### config.mk
export PLATFORM = sky130hd
export DESIGN_NAME = id_inst_queue_flat
export DESIGN_NICKNAME = d
export VERILOG_FILES = /design/src/rtl/id_inst_queue_if.sv /design/src/rtl/id_inst_queue.sv /design/src/flat_wrapper.sv
export SDC_FILE = /design/constraint.sdc
export NUM_CORES = 1
export LEC_CHECK = 0
export ABC_CLOCK_PERIOD_IN_PS = 3600
export CORE_ASPECT_RATIO = 1.5
export CORE_UTILIZATION = 53
export DETAILED_ROUTE_END_ITERATION = 10
export GPL_ROUTABILITY_DRIVEN = 0
export GPL_TIMING_DRIVEN = 0
export PLACE_DENSITY_LB_ADDON = 0.12
export SETUP_SLACK_MARGIN = 0.15
export SLEW_MARGIN = 20
export SYNTH_ARGS = -nofsm -noshare
export SYNTH_HDL_FRONTEND = slang
export SYNTH_SLANG_ARGS = --single-unit
### constraint.sdc
create_clock -name clk -period 3.6 [get_ports clk]
set_input_delay 1.08 -clock clk [delete_from_list [all_inputs] [get_ports clk]]
set_output_delay 1.08 -clock clk [all_outputs]
set_load 0.005 [all_outputs]
### src/rtl/id_inst_queue_if.sv
// IF->queue->ID bundle for id_inst_queue: fetch group in, decode window out.
// fetch_valid is qualified by fetch_ready. A fetch group is taken only if fetch_ready is 1 at the edge; otherwise the group is dropped and IF must re-offer it. dec_valid/dec_accept are thermometer codes: slot i is consumed only if slots 0..i are all valid and accepted.
interface id_inst_queue_if #(
  parameter int FETCH_WIDTH  = 2,
  parameter int DECODE_WIDTH = 2,
  parameter int GHR_WIDTH    = 10
);
  logic [FETCH_WIDTH-1:0]            fetch_valid;
  logic                              fetch_ready;
  logic [32*FETCH_WIDTH-1:0]         fetch_pc;
  logic [32*FETCH_WIDTH-1:0]         fetch_inst;
  logic [FETCH_WIDTH-1:0]            fetch_taken;
  logic [GHR_WIDTH*FETCH_WIDTH-1:0]  fetch_pht_index;

  logic [DECODE_WIDTH-1:0]           dec_valid;
  logic [DECODE_WIDTH-1:0]           dec_accept;
  logic [DECODE_WIDTH-1:0]           dec_is_branch;
  logic [32*DECODE_WIDTH-1:0]        dec_pc;
  logic [32*DECODE_WIDTH-1:0]        dec_inst;
  logic [DECODE_WIDTH-1:0]           dec_taken;
  logic [GHR_WIDTH*DECODE_WIDTH-1:0] dec_pht_index;
  logic [DECODE_WIDTH-1:0]           dec_is_delayslot;

  // master: the IF/ID pipeline around the queue; slave: the queue itself
  modport master (
    output fetch_valid, fetch_pc, fetch_inst, fetch_taken, fetch_pht_index,
    output dec_accept, dec_is_branch,
    input  fetch_ready, dec_valid, dec_pc, dec_inst, dec_taken, dec_pht_index,
    input  dec_is_delayslot
  );

  modport slave (
    input  fetch_valid, fetch_pc, fetch_inst, fetch_taken, fetch_pht_index,
    input  dec_accept, dec_is_branch,
    output fetch_ready, dec_valid, dec_pc, dec_inst, dec_taken, dec_pht_index,
    output dec_is_delayslot
  );
endinterface

### src/rtl/id_inst_queue.sv
// Multi-wide instruction queue between IF and ID with branch delay-slot tracking.
// Optional same-cycle bypass of an empty queue: define ID_QUEUE_BYPASS_EN.
module id_inst_queue #(
  parameter int DEPTH        = 8,
  parameter int FETCH_WIDTH  = 2,
  parameter int DECODE_WIDTH = 2,
  parameter int GHR_WIDTH    = 10
) (
  input  logic                   clk,
  input  logic                   rst,
  input  logic                   flush,
  id_inst_queue_if.slave         bus,
  output logic [$clog2(DEPTH):0] count
);
  localparam int AW = $clog2(DEPTH);
  localparam int CW = AW + 1;

  logic [AW-1:0]        head, tail;
  logic                 ds_flag;
  logic [31:0]          mem_pc   [DEPTH];
  logic [31:0]          mem_inst [DEPTH];
  logic                 mem_taken[DEPTH];
  logic [GHR_WIDTH-1:0] mem_pht  [DEPTH];

  logic [CW-1:0] p, push_n, k, skip;
  logic          byp, br_last, run_f, run_d;

  assign bus.fetch_ready = (CW'(DEPTH) - count) >= CW'(FETCH_WIDTH);

  always_comb begin
    p     = '0;
    run_f = 1'b1;
    for (int j = 0; j < FETCH_WIDTH; j++) begin
      if (run_f && bus.fetch_valid[j]) p = p + CW'(1);
      else                             run_f = 1'b0;
    end
  end

  assign push_n = (bus.fetch_ready && !flush) ? p : '0;

`ifdef ID_QUEUE_BYPASS_EN
  assign byp = rst && !flush && (count == '0);
`else
  assign byp = 1'b0;
`endif

  for (genvar i = 0; i < DECODE_WIDTH; i++) begin : g_slot
    logic [AW-1:0]        idx;
    logic                 reg_v, byp_v;
    logic [31:0]          f_pc, f_inst;
    logic                 f_taken;
    logic [GHR_WIDTH-1:0] f_pht;

    assign idx   = head + AW'(i);
    assign reg_v = CW'(i) < count;

    if (i < FETCH_WIDTH) begin : g_fetch
      assign byp_v   = byp && (CW'(i) < p);
      assign f_pc    = bus.fetch_pc[32*i +: 32];
      assign f_inst  = bus.fetch_inst[32*i +: 32];
      assign f_taken = bus.fetch_taken[i];
      assign f_pht   = bus.fetch_pht_index[GHR_WIDTH*i +: GHR_WIDTH];
    end else begin : g_nofetch
      assign byp_v   = 1'b0;
      assign f_pc    = '0;
      assign f_inst  = '0;
      assign f_taken = 1'b0;
      assign f_pht   = '0;
    end

    assign bus.dec_valid[i]    = reg_v | byp_v;
    assign bus.dec_pc[32*i +: 32]   = byp_v ? f_pc   : (reg_v ? mem_pc[idx]   : '0);
    assign bus.dec_inst[32*i +: 32] = byp_v ? f_inst : (reg_v ? mem_inst[idx] : '0);
    assign bus.dec_taken[i]    = byp_v ? f_taken : (reg_v & mem_taken[idx]);
    assign bus.dec_pht_index[GHR_WIDTH*i +: GHR_WIDTH] =
      byp_v ? f_pht : (reg_v ? mem_pht[idx] : '0);

    // Slot 0 inherits the branch status of the last slot popped in an earlier cycle
    if (i == 0) begin : g_ds0
      assign bus.dec_is_delayslot[0] = ds_flag & bus.dec_valid[0];
    end else begin : g_dsn
      assign bus.dec_is_delayslot[i] = bus.dec_is_branch[i-1] & bus.dec_valid[i];
    end
  end

  always_comb begin
    k       = '0;
    br_last = 1'b0;
    run_d   = 1'b1;
    for (int i = 0; i < DECODE_WIDTH; i++) begin
      if (run_d && bus.dec_accept[i] && bus.dec_valid[i]) begin
        k       = k + CW'(1);
        br_last = bus.dec_is_branch[i];
      end else begin
        run_d = 1'b0;
      end
    end
  end

  // Bypassed slots the decoder took never enter storage
  assign skip = byp ? k : '0;

  always_ff @(posedge clk or negedge rst) begin
    if (!rst) begin
      head    <= '0;
      tail    <= '0;
      count   <= '0;
      ds_flag <= 1'b0;
    end else if (flush) begin
      head    <= '0;
      tail    <= '0;
      count   <= '0;
      ds_flag <= 1'b0;
    end else begin
      head  <= head + (byp ? '0 : AW'(k));
      tail  <= tail + AW'(push_n - skip);
      count <= count + push_n - k;
      if (k != '0) ds_flag <= br_last;
    end
  end

  always_ff @(posedge clk) begin
    if (push_n != '0) begin
      for (int j = 0; j < FETCH_WIDTH; j++) begin
        if (CW'(j) >= skip && CW'(j) < push_n) begin
          mem_pc   [tail + AW'(CW'(j) - skip)] <= bus.fetch_pc[32*j +: 32];
          mem_inst [tail + AW'(CW'(j) - skip)] <= bus.fetch_inst[32*j +: 32];
          mem_taken[tail + AW'(CW'(j) - skip)] <= bus.fetch_taken[j];
          mem_pht  [tail + AW'(CW'(j) - skip)] <= bus.fetch_pht_index[GHR_WIDTH*j +: GHR_WIDTH];
        end
      end
    end
  end
endmodule

### src/flat_wrapper.sv
// flat-port wrapper written by rule: the top's interface ports become plain ports
module id_inst_queue_flat 
#(
  parameter int DEPTH        = 8,
  parameter int FETCH_WIDTH  = 2,
  parameter int DECODE_WIDTH = 2,
  parameter int GHR_WIDTH    = 10
)
  (clk, rst, flush, count, bus_fetch_valid, bus_fetch_pc, bus_fetch_inst, bus_fetch_taken, bus_fetch_pht_index, bus_dec_accept, bus_dec_is_branch, bus_fetch_ready, bus_dec_valid, bus_dec_pc, bus_dec_inst, bus_dec_taken, bus_dec_pht_index, bus_dec_is_delayslot);
  id_inst_queue_if #(.FETCH_WIDTH(FETCH_WIDTH), .DECODE_WIDTH(DECODE_WIDTH), .GHR_WIDTH(GHR_WIDTH)) bus_i ();
  input  logic clk;
  input  logic rst;
  input  logic flush;
  output logic [$clog2(DEPTH):0] count;
  input wire logic [$bits(bus_i.fetch_valid)-1:0] bus_fetch_valid;
  input wire logic [$bits(bus_i.fetch_pc)-1:0] bus_fetch_pc;
  input wire logic [$bits(bus_i.fetch_inst)-1:0] bus_fetch_inst;
  input wire logic [$bits(bus_i.fetch_taken)-1:0] bus_fetch_taken;
  input wire logic [$bits(bus_i.fetch_pht_index)-1:0] bus_fetch_pht_index;
  input wire logic [$bits(bus_i.dec_accept)-1:0] bus_dec_accept;
  input wire logic [$bits(bus_i.dec_is_branch)-1:0] bus_dec_is_branch;
  output wire logic [$bits(bus_i.fetch_ready)-1:0] bus_fetch_ready;
  output wire logic [$bits(bus_i.dec_valid)-1:0] bus_dec_valid;
  output wire logic [$bits(bus_i.dec_pc)-1:0] bus_dec_pc;
  output wire logic [$bits(bus_i.dec_inst)-1:0] bus_dec_inst;
  output wire logic [$bits(bus_i.dec_taken)-1:0] bus_dec_taken;
  output wire logic [$bits(bus_i.dec_pht_index)-1:0] bus_dec_pht_index;
  output wire logic [$bits(bus_i.dec_is_delayslot)-1:0] bus_dec_is_delayslot;
  assign bus_i.fetch_valid = bus_fetch_valid;
  assign bus_i.fetch_pc = bus_fetch_pc;
  assign bus_i.fetch_inst = bus_fetch_inst;
  assign bus_i.fetch_taken = bus_fetch_taken;
  assign bus_i.fetch_pht_index = bus_fetch_pht_index;
  assign bus_i.dec_accept = bus_dec_accept;
  assign bus_i.dec_is_branch = bus_dec_is_branch;
  assign bus_fetch_ready = bus_i.fetch_ready;
  assign bus_dec_valid = bus_i.dec_valid;
  assign bus_dec_pc = bus_i.dec_pc;
  assign bus_dec_inst = bus_i.dec_inst;
  assign bus_dec_taken = bus_i.dec_taken;
  assign bus_dec_pht_index = bus_i.dec_pht_index;
  assign bus_dec_is_delayslot = bus_i.dec_is_delayslot;
  id_inst_queue #(.DEPTH(DEPTH), .FETCH_WIDTH(FETCH_WIDTH), .DECODE_WIDTH(DECODE_WIDTH), .GHR_WIDTH(GHR_WIDTH)) u_core (.clk(clk), .rst(rst), .flush(flush), .bus(bus_i), .count(count));
endmodule
; ---- Word-level counts from Yosys, hierarchy flattened
; Memories as Yosys holds them, arrays and structs flattened.
; Index checks and enable logic that the tools add are counted.
; W data, S select, Z words.
[word_totals]
ff_bits = 11
ramBits = 600
in_bits = 159
output_inout_bits = 159
wordCells = 61
n_memories = 4
[mem_list]
columns = name, depth, width, read_ports, rd_clocked_by_memory_dff, write_ports, line
row1 = u_core.mem_inst, 8, 32, 2, 0, 2, id_inst_queue.sv:21  ; logic [31:0] mem_inst [DEPTH];
row2 = u_core.mem_pc, 8, 32, 2, 0, 2, id_inst_queue.sv:20  ; logic [31:0] mem_pc [DEPTH];
row3 = u_core.mem_pht, 8, 10, 2, 0, 2, id_inst_queue.sv:23  ; logic [GHR_WIDTH-1:0] mem_pht [DEPTH];
row4 = u_core.mem_taken, 8, 1, 2, 0, 2, id_inst_queue.sv:22  ; logic mem_taken[DEPTH];
[classes]
add_sub_neg = 9
n_lt_le_gt_ge = 5
n_mux = 26
bitwise = 4
reduce_logical = 9
[op_table]
columns = cell, count
row1 = $mux W32, 4
row2 = $mux W10, 2
row3 = $lt A1 B4 Y1 const A, 4
row4 = $mux W4, 4
row5 = $mux W1, 14
row6 = $add A4 B1 Y4 const B, 2
row7 = $reduce_bool A4 Y1, 2
row8 = $add A3 B1 Y3 const B, 2
row9 = $add A3 B3 Y3, 2
row10 = $mux W3, 2
row11 = $logic_and A1 B1 Y1, 5
row12 = $add A4 B4 Y4, 1
row13 = $and A1 B1 Y1, 4
row14 = $ge A4 B2 Y1 const B, 1
row15 = $sub A4 B4 Y4, 1
row16 = $sub A4 B4 Y4 const A, 1
row17 = $reduce_bool A2 Y1, 1
row18 = $logic_not A1 Y1, 1

; ---- Logic depth before layout (Yosys ltp)
; Gate-level depths: netlist of the first run.
[depth]
ltp_word = 9
depth_mapped = 15
depth_no_buf = 14

; ---- Worst setup path before layout of the first run
; No wires, ideal clock.
[synth_timing]
kind = input to register
from = input flush
to = memory u_core.mem_inst[1][0] (enable)
setup_time_ns = 0.437
arrival_ns = 3.837
required_ns = 3.163
path_slack_ns = -0.675
cell_stages = 6
n_path_buf = 2
cell_sequence = nand2b_1 -> or3_1 -> a31oi_2 -> buf_6 -> buf_6 -> a41o_1
[synth_lines]
columns = item, line
row1 = start: declaration, flat_wrapper.sv:13  ; input logic flush;
row2 = end: declaration, id_inst_queue.sv:21

; ---- Worst setup path after layout of the first run
[layout_timing]
from = register u_core.head[1]
to = output bus_dec_pc[32]
[layout_via]
elab_chain_len = 3
[layout_lines]
columns = item, line
row1 = start: declaration, id_inst_queue.sv:18  ; logic [AW-1:0] head, tail;
row2 = start signal: assignment, id_inst_queue.sv:115  ; head <= head + (byp ? '0 : AW'(k));
row3 = $add A3 B1 Y3, id_inst_queue.sv:54  ; assign idx = head + AW'(i);
row4 = $mem_v2 Z8 W32, --
row5 = $mux W32, id_inst_queue.sv:72  ; assign bus.dec_pc[32*i +: 32] = byp_v ? f_pc : (reg_v ? mem_pc[idx] : '0);
row6 = end: declaration, flat_wrapper.sv:24  ; output wire logic [$bits(bus_i.dec_pc)-1:0] bus_dec_pc;
; Every way passes these cells.

==> impl_metrics.tcl, run 1 <==
set metrics [dict create \
    drt-pass1-iter-count 6 \
    synth_top_family_by_area "multiplexers" \
    synth_fa_ha_area_frac 0.00668 \
    clkPwrFrac 0.176 \
    cp_data_required_time_ns 2.52 \
    crit_fanout 6 \
    p_switching_mw 12.2 \
    portBuffers 317 \
    seq_area_frac_synth 0.503 \
    setup_ws_ns -0.482 \
    cts_root_buffer "clkbuf_16" \
    grt_pass1_vias 25128 \
    crit_path_top_delay_cell "dfrtp_2" \
    synthSimpleGateAreaFrac 0.0295 \
    violations "setup timing" \
    endpoint_kind "output pin" \
    avgViaCountPerCell 6.64 \
    leakage_nw 15.5 \
    dp_slack_ns -1.41 \
    core.rowCount 117 \
    async_flop_share 0.0180 \
    grt_pass1_wl_um 170000 \
    ir_worst_vdd_mv 0.484 \
    clock_skew_ns 0.0209 \
    hold_viol 0 \
    final_area_um2 45900 \
    grt_usage 0.343 \
    start_kind "flop" \
    setup_viol 150 \
    dpl.hpwl_um 75400 \
    synth_compound_area_frac 0.0186 \
    hold_path.class "flop to flop" \
    fp.dieH_um 323 \
    antenna_found_initial 22 \
    final_antenna_net_count 0 \
    min_period_ns 4.08 \
    yosys.cell_types.count 44 \
    synth-main-ff-cell "edfxtp_1" \
    fmax_ghz 0.245 \
    wirelength_um 120000 \
    critPathMaxStageDelay_ns 0.44 \
    power.share.sequential 0.246 \
    cts_inserted_buffers 59 \
    synth_fp_nets 2347 \
    postSynthAreaPerCell_um2 16.7 \
    synthXorXnorAreaFrac 0.00193 \
    drive_gt1_frac 0.530 \
    synth_edf_count 600 \
    post-route-period-util 1.13 \
    nets 2865 \
    grt_overflow_total 0 \
    criticalPathCategory "flop to output pin" \
    rsz0062_at_grt "true" \
    post_drt_wl_per_cell_um 33.0 \
    synth_top_area_frac 0.496 \
    power_density_nw_per_um2 760 \
    path_cells "ha_4 -> buf_8 -> clkbuf_16 -> buf_12 -> buf_16 -> buf_12 -> buf_6 -> buf_6 -> mux4_2 -> nand2_2 -> a21oi_4 -> buf_2" \
    coreArea_um2 67900 \
    io_pins 318 \
    swShare 0.349 \
    cts_tree "built" \
    slew_headroom 0.341 \
    cp_data_arrival_time_ns 3.00 \
    dr.first_iter.drc_count 2334 \
    synth_area_um2 36400 \
    h-tree-depth 2 \
    cap_violations 0 \
    cts_sinks 611 \
    postSynthCellCount 2171 \
    clkLatencyLatePin_ns 0.65 \
    synth_warnings 0 \
    dpl-instance-area_um2 41100 \
    tightestPinTransition_ns 0.989 \
    ys_seq_elements 611 \
    drc 0 \
    synth_mux_area_frac 0.408 \
    synth_top_area_cell "edfxtp_1" \
    area_growth_pct 26.3 \
    dr_total_vias 24175 \
    grt_max_degree 39 \
    start_util 0.535 \
    status "finished, violations left" \
    p_int_mw 22.7 \
    fillers 4732 \
    yosys-top-cells-area "edfxtp_1, mux4_2, mux2_2" \
    die_w_um 216 \
    dieArea_um2 69700 \
    power_frac_comb 0.578 \
    slew_viol_final 0 \
    path_clk_slew_ns 0.07 \
    cts.path.max_buffers 3 \
]
[flip-flops by register name (all words and copies together), names as in the netlist]
name,cells
u_core.mem_inst,256
u_core.mem_pc,256
u_core.mem_pht,80
u_core.mem_taken,8
u_core.count,4
u_core.head,3
u_core.tail,3
u_core.ds_flag,1
[cell families after synthesis]
kind of cell               after synthesis
AOI/OAI and AO/OA                      103
adders and majority gates               17
buffers and inverters                  197
xor gates and xnor gates                 8
muxes                                  975
and+or+nand+nor                        260
DFF                                    611
[stage by stage]
step                std cells   util  setup TNS [ns]  hold slack, ns  power [mW]
finish                   3640  0.676          -48.47           0.578        34.9
global route             3637  0.676          -58.73           0.587        36.1
CTS                      3591  0.664          -56.08           0.577        33.4
detailed placement       3396  0.605         -477.01           0.567        23.9
global placement         3380  0.599        -1177.31           0.533        23.7
floorplan                2171      -               0           0.498        17.3
[layout make-up]
type	count	area [um2]	share of cell area
Buffer	180	2050	0.0447
Multi-Input combinational cell	1368	17800	0.388
Timing Repair Buffer	452	4700	0.102
Inverter	17	63.8	0.00139
Tap cell	892	1120	0.0243
Clock inverter	32	245	0.00534
Clock buffer	77	1590	0.0346
Sequential cell	611	18300	0.399
Antenna cell	11	27.5	0.000600
[worst max-delay path: cells and delay by family (launching register included)]
kind            cells  cell delay, ns
compound gates      1            0.21
fa+ha+maj           1            0.25
buf+inv             8            1.05
flops               1            0.44
mux                 1            0.33
simple gates        1            0.06
[what timing repair did]
action	4_1_cts	5_1_grt
buffers inserted	75	36
hold buffers	0	0
pin swaps	39	50
setup endpoints to repair	494	301
gates cloned	11	2
resized for setup	723	148
[per-layer routing]
| metal | track usage | share of wire | wire length [um] | up-vias |
|---|---|---|---|---|
| met5 | 0 | 0.0013 | 161 | - |
| met4 | 0.159 | 0.045 | 5380 | 26 |
| met2 | 0.594 | 0.51 | 61600 | 1352 |
| li1 | - | - | - | 9863 |
| met3 | 0.0650 | 0.085 | 10200 | 308 |
| met1 | 0.413 | 0.36 | 42700 | 12626 |
[placed cells by master, fill, tap and decap left out, types with 6 or more instances in the layout]
| master | synthesis | final |
|---|---|---|
| a21oi_2 | 0 | 51 |
| clkbuf_8 | 0 | 17 |
| mux2_2 | 317 | 317 |
| clkbuf_1 | 52 | 18 |
| a21oi_4 | 0 | 14 |
| mux2i_2 | 0 | 12 |
| clkinv_2 | 0 | 13 |
| nand2_1 | 154 | 80 |
| nand2_2 | 0 | 74 |
| nor2_1 | 82 | 68 |
| inv_1 | 17 | 17 |
| ha_1 | 13 | 11 |
| buf_4 | 7 | 77 |
| nor2_2 | 0 | 11 |
| mux4_2 | 300 | 300 |
| buf_8 | 7 | 17 |
| clkbuf_4 | 0 | 11 |
| mux2_4 | 156 | 156 |
| dfrtp_1 | 11 | 6 |
| mux2_1 | 127 | 127 |
| buf_12 | 0 | 45 |
| edfxtp_1 | 600 | 600 |
| buf_2 | 74 | 85 |
| clkbuf_16 | 0 | 68 |
| clkdlybuf4s50_1 | 0 | 235 |
| mux2i_1 | 75 | 56 |
| a41o_4 | 0 | 6 |
| clkbuf_2 | 0 | 22 |
| diode_2 | 0 | 11 |
| a21oi_1 | 78 | 13 |
| clkinv_1 | 0 | 14 |
| nor2b_1 | 8 | 8 |
| buf_6 | 29 | 81 |
| buf_16 | 0 | 22 |
| mux2i_4 | 0 | 7 |
[power by group through the flow]
stage	Combinational, mW	Clock (mW)	Sequential (mW)
2_1_floorplan	8.63	0	8.66
3_3_place_gp	14.9	0	8.73
4_1_cts	18.7	6.17	8.57
5_1_grt	21.0	6.42	8.62
3_5_place_dp	15.2	0	8.74
6_report	20.2	6.15	8.59
[Yosys cell counts (all sizes together), types with 3 or more instances]
cell type / n
clkbuf: 52
nor2: 82
inv: 17
and2: 3
nor2b: 8
fa: 4
mux2: 600
nand3: 4
ha: 13
nand2: 154
xor2: 3
o21ai: 3
a31oi: 8
a21oi: 78
edfxtp: 600
dfrtp: 11
mux2i: 75
a41o: 6
xnor2: 5
buf: 128
mux4: 300
[final timing paths]
| check | start | end | slack, ns | cells after the start |
|---|---|---|---|---|
| setup / recovery | u_core.head[1] | bus_dec_pc[32] | -0.48 | 12 |
| hold / removal | u_core.ds_flag | u_core.ds_flag | 0.58 | 2 |
| setup reg to reg | u_core.tail[1] | u_core.mem_inst[5][6] | 0.15 | 8 |
| hold reg to reg | u_core.ds_flag | u_core.ds_flag | 0.58 | 2 |
| max in group asynchronous | rst | u_core.head[0] | 2.38 | 1 |
| min in group asynchronous | rst | u_core.tail[0] | 0.79 | 1 |
Note: power is estimated with default switching activity, not from simulation.
==> run 2, diff against run 1 <==
- CAP_MARGIN: unset -> 20
==> impl_metrics.tcl, run 2 (synthesis results as in run 1) <==
set metrics [dict create \
    endpoint_kind "output pin" \
    path_cells "ha_4 -> clkbuf_16 -> clkbuf_16 -> buf_16 -> buf_12 -> buf_6 -> mux4_2 -> nand2_2 -> a21oi_4 -> buf_2" \
    post_drt_wl_per_cell_um 32.8 \
    start_kind "flop" \
    power_mw 34.9 \
    antenna_found_initial 19 \
    hold_viol 0 \
    reg2reg_slack_ns 0.28 \
    core.rowCount 117 \
    clkLatencyLatePin_ns 0.65 \
    dpl-instance-area_um2 41100 \
    rr_endpoint "u_core.count[3]" \
    h-tree-depth 2 \
    tightestPinTransition_ns 1.01 \
    final_antenna_net_count 0 \
    rsz0062_at_grt "true" \
    setup_viol 149 \
    dpl.hpwl_um 75400 \
    reg2reg_depth 15 \
    grt_usage 0.339 \
    avgViaCountPerCell 6.65 \
    status "finished, violations left" \
    cp_data_arrival_time_ns 2.93 \
    mostFrequentLayoutCell "edfxtp_1" \
    dr.first_iter.drc_count 2210 \
    criticalPathCategory "flop to output pin" \
    grt_overflow_total 0 \
    slew_viol_final 0 \
    grt_pass1_wl_um 169000 \
    regArea_um2 18300 \
    cts_root_buffer "clkbuf_16" \
    io_pins 318 \
    dr_total_vias 24538 \
    fp.dieH_um 323 \
    start_util 0.535 \
    crit_path_top_delay_cell "mux4_2" \
    drive_gt1_frac 0.563 \
    cts_tree "built" \
    cts.path.max_buffers 3 \
    grt_max_degree 39 \
    cp_data_required_time_ns 2.52 \
    cts_inserted_buffers 59 \
    hold_depth 2 \
    final_cell_mix "edfxtp_1, mux2_2, mux4_2" \
    setup_ws_ns -0.415 \
    dieArea_um2 69700 \
    fillers 4695 \
    coreArea_um2 67900 \
    violations "setup timing" \
    drt-pass1-iter-count 5 \
    holdPathEnd "u_core.ds_flag" \
    slew_headroom 0.327 \
    ir_worst_vdd_mv 0.412 \
    portBuffers 317 \
    rr_startpoint "u_core.count[2]" \
    multi_input_area_um2 17900 \
    critPathMaxStageDelay_ns 0.49 \
    dp_cells 3396 \
    final_cells 3689 \
    die_w_um 216 \
    wirelength_um 121000 \
    fmax_ghz 0.249 \
    crit_fanout 8 \
    utilization 0.683 \
    final_area_um2 46400 \
    grt_pass1_vias 25167 \
    min_period_ns 4.01 \
    reg_top3 "u_core.mem_inst (256), u_core.mem_pc (256), u_core.mem_pht (80)" \
    hp-start "u_core.ds_flag" \
    cts_sinks 611 \
    area_growth_pct 27.7 \
    power_density_nw_per_um2 751 \
    cp_common_cell "clkbuf_16" \
    leakage_nw 15.9 \
    drc 0 \
    hold_path.class "flop to flop" \
    cap_violations 0 \
    clock_skew_ns 0.0147 \
    path_clk_slew_ns 0.07 \
    post-route-period-util 1.12 \
    nets 2913 \
]
-- run 2: worst max-delay path by stage --
stage / startpoint / to / slack [ns]
6_report: u_core.head[1] / bus_dec_pc[46] / -0.41
3_3_place_gp: flush / u_core.mem_pc[1][25] / -1.93
3_5_place_dp: u_core.head[1] / bus_dec_pc[62] / -1.40
5_1_grt: u_core.head[1] / bus_dec_pc[46] / -0.45
2_1_floorplan: flush / u_core.mem_inst[1][0] / 0.13
4_1_cts: u_core.head[0] / bus_dec_inst[47] / -0.41
-- run 2: worst max-delay path: cells and delay by family (launching register included) --
| kind | cells | cell delay, ns |
|---|---|---|
| mux | 1 | 0.49 |
| buf+inv | 6 | 0.86 |
| flops | 1 | 0.46 |
| fa+ha+maj | 1 | 0.29 |
| compound gates | 1 | 0.07 |
| simple gates | 1 | 0.10 |
-- run 2: per-layer routing --
metal  wire [um]  GRT usage  up-vias
li1            -          -     9961
met1       43500      0.407    12891
met2       62100      0.593     1324
met3        9740     0.0599      344
met4        5620      0.157       18
met5         103          0        -
-- run 2: what timing repair did --
action,in CTS,in global routing
setup endpoints to repair,494,526
cloned,12,5
resized for setup,1007,119
setup buffers,81,74
hold buffers,0,0
pin swaps,81,29
-- run 2: layout make-up --
class,instances,area share
repair buffers,500,0.108
clock inverters,38,0.00647
diodes,12,0.000647
multi-input cells,1368,0.386
plain buffers,180,0.0458
clock buffers,71,0.0337
inverters,17,0.00137
flip-flops and latches,611,0.394
well taps,892,0.0240
-- run 2: through the flow --
step | setup WS, ns | hold slack [ns] | TNS [ns]
global route | -0.451 | 0.582 | -45.57
finish | -0.415 | 0.575 | -37.46
floorplan | 0.132 | 0.498 | 0
detailed placement | -1.40 | 0.570 | -485.15
CTS | -0.412 | 0.579 | -44.89
global placement | -1.93 | 0.533 | -1177.31
-- run 2: report_power, final --
group / internal (mW) / switching, mW
Clock: 3.43 / 2.80
Combinational: 10.8 / 9.29
Sequential: 8.38 / 0.212
Total: 22.6 / 12.3
